===== src/rtl/rs_block_sequencer.sv =====
// rs_block_sequencer
// ------------------
// Block-level sequencer for the RS(15,11) decoder datapath. One codeword is
// in flight at a time: it is collected symbol by symbol into the codeword
// buffer (while the syndrome unit accumulates), the key-equation solver is
// kicked and waited for with a timeout, and the buffered symbols are then
// streamed out while the Chien/correction unit is stepped in lockstep.
//
// Ports
//   clk_i            single clock, all state changes on the rising edge
//   reset_i          synchronous, active-high reset
//   in_valid_i       source has a symbol
//   in_ready_o       sequencer accepts a symbol (IDLE / COLLECT)
//   wr_en_o          buffer write strobe (in_valid_i & in_ready_o)
//   wr_addr_o        buffer write address of the symbol being accepted
//   syn_load_o       syndrome load strobe, only for symbol 0
//   syn_en_o         syndrome update strobe (same as wr_en_o)
//   solve_start_o    one-cycle pulse to the solver on SOLVE entry
//   solve_done_i     solver finished, sampled only in SOLVE
//   solve_fail_i     solver reports uncorrectable, qualified by solve_done_i
//   rd_addr_o        buffer read address of the symbol being presented
//   out_valid_o      output symbol available (CORRECT)
//   out_ready_i      sink accepts the symbol
//   out_last_o       marks the final symbol of the codeword
//   chien_step_o     corrector advance (out_valid_o & out_ready_i)
//   blk_fail_o       current block uncorrectable or solver timed out
//   state_o          debug: 0 IDLE, 1 COLLECT, 2 SOLVE, 3 CORRECT

module rs_block_sequencer #(
    parameter int N             = 15,
    parameter int SOLVE_TIMEOUT = 32
) (
    input  logic       clk_i,
    input  logic       reset_i,
    input  logic       in_valid_i,
    output logic       in_ready_o,
    output logic       wr_en_o,
    output logic [3:0] wr_addr_o,
    output logic       syn_load_o,
    output logic       syn_en_o,
    output logic       solve_start_o,
    input  logic       solve_done_i,
    input  logic       solve_fail_i,
    output logic [3:0] rd_addr_o,
    output logic       out_valid_o,
    input  logic       out_ready_i,
    output logic       out_last_o,
    output logic       chien_step_o,
    output logic       blk_fail_o,
    output logic [1:0] state_o
);

    typedef enum logic [1:0] {
        IDLE    = 2'd0,
        COLLECT = 2'd1,
        SOLVE   = 2'd2,
        CORRECT = 2'd3
    } state_t;

    localparam logic [3:0] LAST_IDX     = 4'(N - 1);
    localparam logic [3:0] PRE_LAST_IDX = 4'(N - 2);
    localparam logic [7:0] WAIT_LAST    = 8'(SOLVE_TIMEOUT - 1);

    state_t     state_q;
    logic [3:0] wrIdx_q;
    logic [3:0] rdIdx_q;
    logic [7:0] waitCnt_q;
    logic       inReady_q;
    logic       solveStart_q;
    logic       outValid_q;
    logic       outLast_q;
    logic       blkFail_q;

    logic       wrEn;
    logic       chienStep;

    // Handshake strobes are the only combinational outputs. The input side
    // only ever has inReady_q high in IDLE/COLLECT and the output side only
    // has outValid_q high in CORRECT, so no extra state qualification is
    // needed here.
    assign wrEn      = in_valid_i & inReady_q;
    assign chienStep = outValid_q & out_ready_i;

    assign wr_en_o       = wrEn;
    assign syn_en_o      = wrEn;
    assign syn_load_o    = wrEn & (state_q == IDLE);
    assign chien_step_o  = chienStep;
    assign in_ready_o    = inReady_q;
    assign wr_addr_o     = wrIdx_q;
    assign rd_addr_o     = rdIdx_q;
    assign out_valid_o   = outValid_q;
    assign out_last_o    = outLast_q;
    assign solve_start_o = solveStart_q;
    assign blk_fail_o    = blkFail_q;
    assign state_o       = state_q;

    // Block sequencing FSM. Every non-strobe output is a register updated
    // here alongside the state, so each transition also sets up the output
    // values for the state being entered. The index counters are returned
    // to 0 on the transition out of their phase, so they never count past
    // N-1. OUT_LAST is precomputed one transfer ahead so it is already high
    // while the final symbol is being presented.
    always_ff @(posedge clk_i) begin
        if (reset_i) begin
            state_q      <= IDLE;
            wrIdx_q      <= '0;
            rdIdx_q      <= '0;
            waitCnt_q    <= '0;
            inReady_q    <= 1'b1;
            solveStart_q <= 1'b0;
            outValid_q   <= 1'b0;
            outLast_q    <= 1'b0;
            blkFail_q    <= 1'b0;
        end else begin
            solveStart_q <= 1'b0;
            case (state_q)
                IDLE: begin
                    if (wrEn) begin
                        wrIdx_q <= 4'd1;
                        state_q <= COLLECT;
                    end
                end

                COLLECT: begin
                    if (wrEn) begin
                        if (wrIdx_q == LAST_IDX) begin
                            wrIdx_q      <= '0;
                            inReady_q    <= 1'b0;
                            solveStart_q <= 1'b1;
                            waitCnt_q    <= '0;
                            state_q      <= SOLVE;
                        end else begin
                            wrIdx_q <= wrIdx_q + 4'd1;
                        end
                    end
                end

                SOLVE: begin
                    waitCnt_q <= waitCnt_q + 8'd1;
                    // A solver answer in the final allowed cycle still
                    // counts, so it is checked before the timeout.
                    if (solve_done_i) begin
                        blkFail_q  <= solve_fail_i;
                        rdIdx_q    <= '0;
                        outValid_q <= 1'b1;
                        outLast_q  <= (LAST_IDX == 4'd0);
                        state_q    <= CORRECT;
                    end else if (waitCnt_q == WAIT_LAST) begin
                        blkFail_q  <= 1'b1;
                        rdIdx_q    <= '0;
                        outValid_q <= 1'b1;
                        outLast_q  <= (LAST_IDX == 4'd0);
                        state_q    <= CORRECT;
                    end
                end

                CORRECT: begin
                    if (chienStep) begin
                        if (rdIdx_q == LAST_IDX) begin
                            rdIdx_q    <= '0;
                            outValid_q <= 1'b0;
                            outLast_q  <= 1'b0;
                            blkFail_q  <= 1'b0;
                            inReady_q  <= 1'b1;
                            state_q    <= IDLE;
                        end else begin
                            rdIdx_q   <= rdIdx_q + 4'd1;
                            outLast_q <= (rdIdx_q == PRE_LAST_IDX);
                        end
                    end
                end

                default: begin
                    state_q <= IDLE;
                end
            endcase
        end
    end

endmodule


===== config.mk =====
export PLATFORM = sky130hd
export DESIGN_NAME = rs_block_sequencer
export DESIGN_NICKNAME = d
export VERILOG_FILES = /design/src/rtl/rs_block_sequencer.sv
export SDC_FILE = /design/constraint.sdc
export NUM_CORES = 1
export LEC_CHECK = 0
export CAP_MARGIN = 20
export CORE_MARGIN = 2
export CORE_UTILIZATION = 46
export DETAILED_ROUTE_END_ITERATION = 8
export PLACE_DENSITY = 0.83
export SLEW_MARGIN = 40
export SYNTH_ARGS = -nofsm -noshare
export SYNTH_HDL_FRONTEND = slang
export SYNTH_SLANG_ARGS = --single-unit

===== constraint.sdc =====
create_clock -name clk_i -period 1.72 [get_ports clk_i]
set_input_delay 0.258 -clock clk_i [delete_from_list [all_inputs] [get_ports clk_i]]
set_output_delay 0.258 -clock clk_i [all_outputs]
set_load 0.02 [all_outputs]

# After elaboration in Yosys (flattened, before gate mapping)
# Index checks and enable logic that the tools add are counted.
[totals]
reg_bits = 23
word_cells = 80
out_inout_bits = 19
input_bits = 6
[op_classes]
reduce_logical = 12
add_sub_neg = 3
eq_ne = 13
bitwise = 5
mux = 38
[op_table]
columns = ["operator", "n"]
rows = [
  ["$mux W4", 7],
  ["$mux W8", 2],
  ["$pmux W4 S2", 2],
  ["$pmux W8 S2", 1],
  ["$mux W1", 14],
  ["$mux W2", 7],
  ["$eq A4 B4 Y1 const B", 3],
  ["$ne A2 B2 Y1 const B", 5],
  ["$reduce_and A3 Y1", 3],
  ["$add A4 B1 Y4 const B", 2],
  ["$add A8 B1 Y8 const B", 1],
  ["$eq A8 B5 Y1 const B", 1],
  ["$pmux W1 S2", 4],
  ["$pmux W2 S4", 1],
  ["$reduce_bool A2 Y1", 4],
  ["$reduce_and A6 Y1", 1],
  ["$reduce_and A5 Y1", 1],
  ["$eq A2 B2 Y1 const B", 2],
  ["$reduce_and A4 Y1", 1],
  ["$and A1 B1 Y1", 3],
  ["$ne A3 B3 Y1 const B", 1],
  ["$reduce_or A3 Y1", 1],
  ["$eq A2 B1 Y1 const B", 1],
  ["$logic_not A2 Y1", 1],
  ["$not A1 Y1", 2],
]

# Longest topological paths before layout
[logic_depth]
ltp_word = 4
mapped_depth = 7
depth_no_buf = 6

# Least setup slack after synthesis
# Ideal clock, no wire load.
[synth_timing]
kind = "register to register"
start = "reg state_q[1], in the netlist state_o[1]"
end = "reg waitCnt_q[0]"
path_buffers = 1
slack_ns = -0.199
arrival_ns = 1.789
stages_incl_launch_ff = 8
setup_time_ns = 0.131
synth_period_minus_slack_ns = 1.919
required_ns = 1.589
cell_sequence = "dfxtp_1 > inv_1 > ha_1 > and2_1 > a32oi_1 > clkbuf_1 > xor2_1 > nor2_1"
[synth_between]
elab_chain_cells = 3
elab_cells_between_ends = 7
classes_between = "eq/ne: 4; mux: 1; reduce/logical: 2"
[synth_lines]
columns = ["element", "line", "text"]
rows = [
  ["start: declaration", "64", "state_t state_q;"],
  ["start signal: assignment", "105", "state_q <= IDLE;"],
  ["start signal: assignment", "120", "state_q <= COLLECT;"],
  ["start signal: assignment", "131", "state_q <= SOLVE;"],
  ["$eq A2 B1 Y1 or $eq A2 B2 Y1 (tied branches)", "116", "case (state_q)"],
  ["$ne A2 B2 Y1 (no line) or $reduce_bool A2 Y1 (tied branches)", "n/a", ""],
  ["$reduce_and A3 Y1 (no line)", "n/a", ""],
  ["end signal: assignment", "139", "waitCnt_q <= waitCnt_q + 8'd1;"],
  ["end: declaration", "67", "logic [7:0] waitCnt_q;"],
]
# Several ways; a longest one is shown, not always the timed one.
# A chain may end at the register's enable or synchronous reset.

# Worst setup path in the final report
[layout_timing]
start = "reg waitCnt_q[7]"
end = "reg rdIdx_q[1], in the netlist rd_addr_o[1]"
[layout_between]
elab_chain_cells = 3
[layout_lines]
columns = ["element", "line", "text"]
rows = [
  ["$eq A8 B5 Y1", "148", "end else if (waitCnt_q == WAIT_LAST) begin"],
  ["$ne A3 B3 Y1 (no line)", "n/a", ""],
  ["$reduce_and A3 Y1 (no line)", "n/a", ""],
  ["end signal: assignment", "167", "rdIdx_q <= rdIdx_q + 4'd1;"],
  ["end: declaration", "66", "logic [3:0] rdIdx_q;"],
]
# No other way between the ends.

==> impl_metrics.json <==
{
  "antenna_found_initial": 0,
  "mostFrequentLayoutCells": "clkdlybuf4s50_1 (19), buf_4 (19), dfxtp_1 (16)",
  "yosysTopAreaCellShare": 0.357,
  "num_vias": 1279,
  "drive_gt1_frac": 0.277,
  "fp-row-count": 19,
  "min_period_ps": 1720,
  "grt_max_degree": 13,
  "synth_edf_count": 0,
  "netlist_instances": 144,
  "portBuffers": 24,
  "gp_congestion": 0.857,
  "grt.overflow.total": 0,
  "viasPerCell": 5.84,
  "seqCellArea_sq_um": 474,
  "power_density_nw_per_um2": 1100,
  "tightest_slew_ps": 411,
  "fillerInstances": 220,
  "htree_levels": 1,
  "setup_viol": 0,
  "yosysWarnings": 0,
  "grt_usage": 0.206,
  "holdCritStartpoint": "waitCnt_q[1]$_SDFFE_PP0P_",
  "vdd_drop_max_uv": 795,
  "final_nets": 203,
  "p_leak_uw": 0.000700,
  "postCtsHoldBufs": 0,
  "syn-cell-area_sq_um": 1290,
  "finClkSkew_ps": 0.684,
  "p_total_uw": 1990,
  "hold_violations": 0,
  "drt_pre_antenna_iters": 4,
  "post-dp-hpwl_microns": 2360,
  "crit_type": "flop to flop",
  "status": "finished, final reports clean",
  "start_kind": "flop",
  "synth_cell_types": 44,
  "fin_util": 0.665,
  "cts_buffer_depth": 2,
  "r2r-start": "waitCnt_q[7]$_SDFFE_PP0P_",
  "synth_seq_area_share": 0.357,
  "dieArea_sq_um": 3240,
  "coreArea_sq_um": 2710,
  "cts_buffers": 3,
  "pin_count": 25,
  "clock_sinks": 23,
  "grt_pass1_vias": 1307,
  "netlist.top_cell.by_area": "dfxtp_1",
  "wl_per_cell_microns": 15.4,
  "clk_pin_slew_ps": 130,
  "clkLatencyLatePin_ps": 310,
  "rsz0062_at_grt": "yes",
  "area_growth_pct": 39.8,
  "startpoint": "waitCnt_q[7]$_SDFFE_PP0P_",
  "multiInputGateArea_sq_um": 847,
  "die_w_microns": 57.0,
  "crit_arrival_ps": 1940,
  "cap_violations": 0,
  "grt_pass1_wl_microns": 5410,
  "syn-num-nets": 158,
  "design_area_sq_um": 1800,
  "clock.fmax_mhz": 582,
  "critPathMaxFanout": 6,
  "wl_microns": 3380,
  "start_util": 0.476,
  "drt-initial-drc-count": 27,
  "required_ps": 1940,
  "synthFlopType": "dfxtp_1",
  "tritoncts": "yes",
  "slew_headroom": 0.725,
  "synth_area_leaders": "dfxtp_1 (36%), ha_1 (7.8%), a21oi_1 (3.5%)",
  "ys_ff_latch": 23,
  "root_buffer": "clkbuf_4",
  "die_h_microns": 57.0,
  "synth_area_per_cell_sq_um": 8.96,
  "ant_nets": 0,
  "slew_violations": 0,
  "crit_path_end_kind": "flop",
  "hold_path.class": "flop to flop",
  "drc": 0,
  "post_dp_cell_area_sq_um": 1690,
  "antenna_cells": 0,
  "ys_async_sr_fraction": 0,
  "finalCritPeriodShare": 0.999
}
==> metal layers <==
| layer | vias up | share of wire | GRT usage |
|---|---|---|---|
| met5 | - | 0 | 0 |
| met4 | 0 | 0.017 | 0.0864 |
| met3 | 6 | 0.036 | 0.0340 |
| met2 | 32 | 0.54 | 0.379 |
| met1 | 615 | 0.41 | 0.234 |
| li1 | 626 | - | - |
==> path summary, 6_finish.rpt <==
check	end	slack, ps	cells past startpoint
max	rd_addr_o[1]$_SDFFE_PP0P_	1	4
min	waitCnt_q[1]$_SDFFE_PP0P_	470	2
max reg2reg	rd_addr_o[1]$_SDFFE_PP0P_	1	4
min reg2reg	waitCnt_q[1]$_SDFFE_PP0P_	470	2
==> Yosys cell counts (2+ instances only) <==
cell and count:
nand2_1 11, ha_1 8, a32o_1 2, a32o_2 3, nor2_1 10, nor3_1 4, and3_1 4, or4_1 2
o21ai_0 5, o31ai_1 3, clkbuf_1 3, a21oi_1 9, xor2_1 3, and2_1 5, or3_1 4, nand3_1 9
nand4_1 4, dfxtp_1 23, nand3b_1 2, inv_1 6
==> metrics by stage <==
step           cells  TNS [ps]  hold slack [ps]  setup WS (ps)
2_1_floorplan    144         0              449           10.0
3_3_place_gp     212      -823              464           -115
3_5_place_dp     212     -1240              469           -164
4_1_cts          216    -0.680              486         -0.680
5_1_grt          219      -103              507          -34.2
6_report         219         0              472           1.13
==> worst max-delay path, cell delays in order (launching register included) <==
cell      delay [ps]
dfxtp_2          350
or3_4            410
o311ai_4         430
o211ai_1         180
a32o_2           260
==> final cells by class <==
type                       count  share of cell area
timing repair buffer          44               0.217
sequential                    23               0.263
clock buffer                   4              0.0146
tap                           31              0.0215
inverter                       7              0.0146
multi-input combinational    110               0.470
==> logic make-up (layout without fill, tap and decap cells) <==
family,Yosys count,count (layout),share of synthesized area
DFF,23,23,0.357
muxes,1,1,0.00776
buffers and inverters,11,55,0.0349
adders and majority gates,8,8,0.0776
and+or+nand+nor,62,62,0.273
AOI/OAI and AO/OA,36,36,0.230
xor gates and xnor gates,3,3,0.0204
==> where the power goes <==
group          leakage (uW)  switching [uW]  total (uW)  internal [uW]
Sequential         0.000189            68.7         681            613
Combinational      0.000496             562        1050            492
Clock             0.0000150             166         256           90.7
==> timing repair <==
action | CTS | global route
setup buffers | 0 | 3
resized for setup | 8 | 19
setup endpoints to repair | 7 | 16
hold endpoints to repair | 0 | 0
pin swaps | 0 | 11
==> flip-flops by register name, summed over array words and instances, names as in the netlist <==
signal and count:
blk_fail_o 1, state_o 2, solve_start_o 1, waitCnt_q 8, wr_addr_o 4, rd_addr_o 4, out_last_o 1, out_valid_o 1
in_ready_o 1
(Power assumes the default switching activity.)
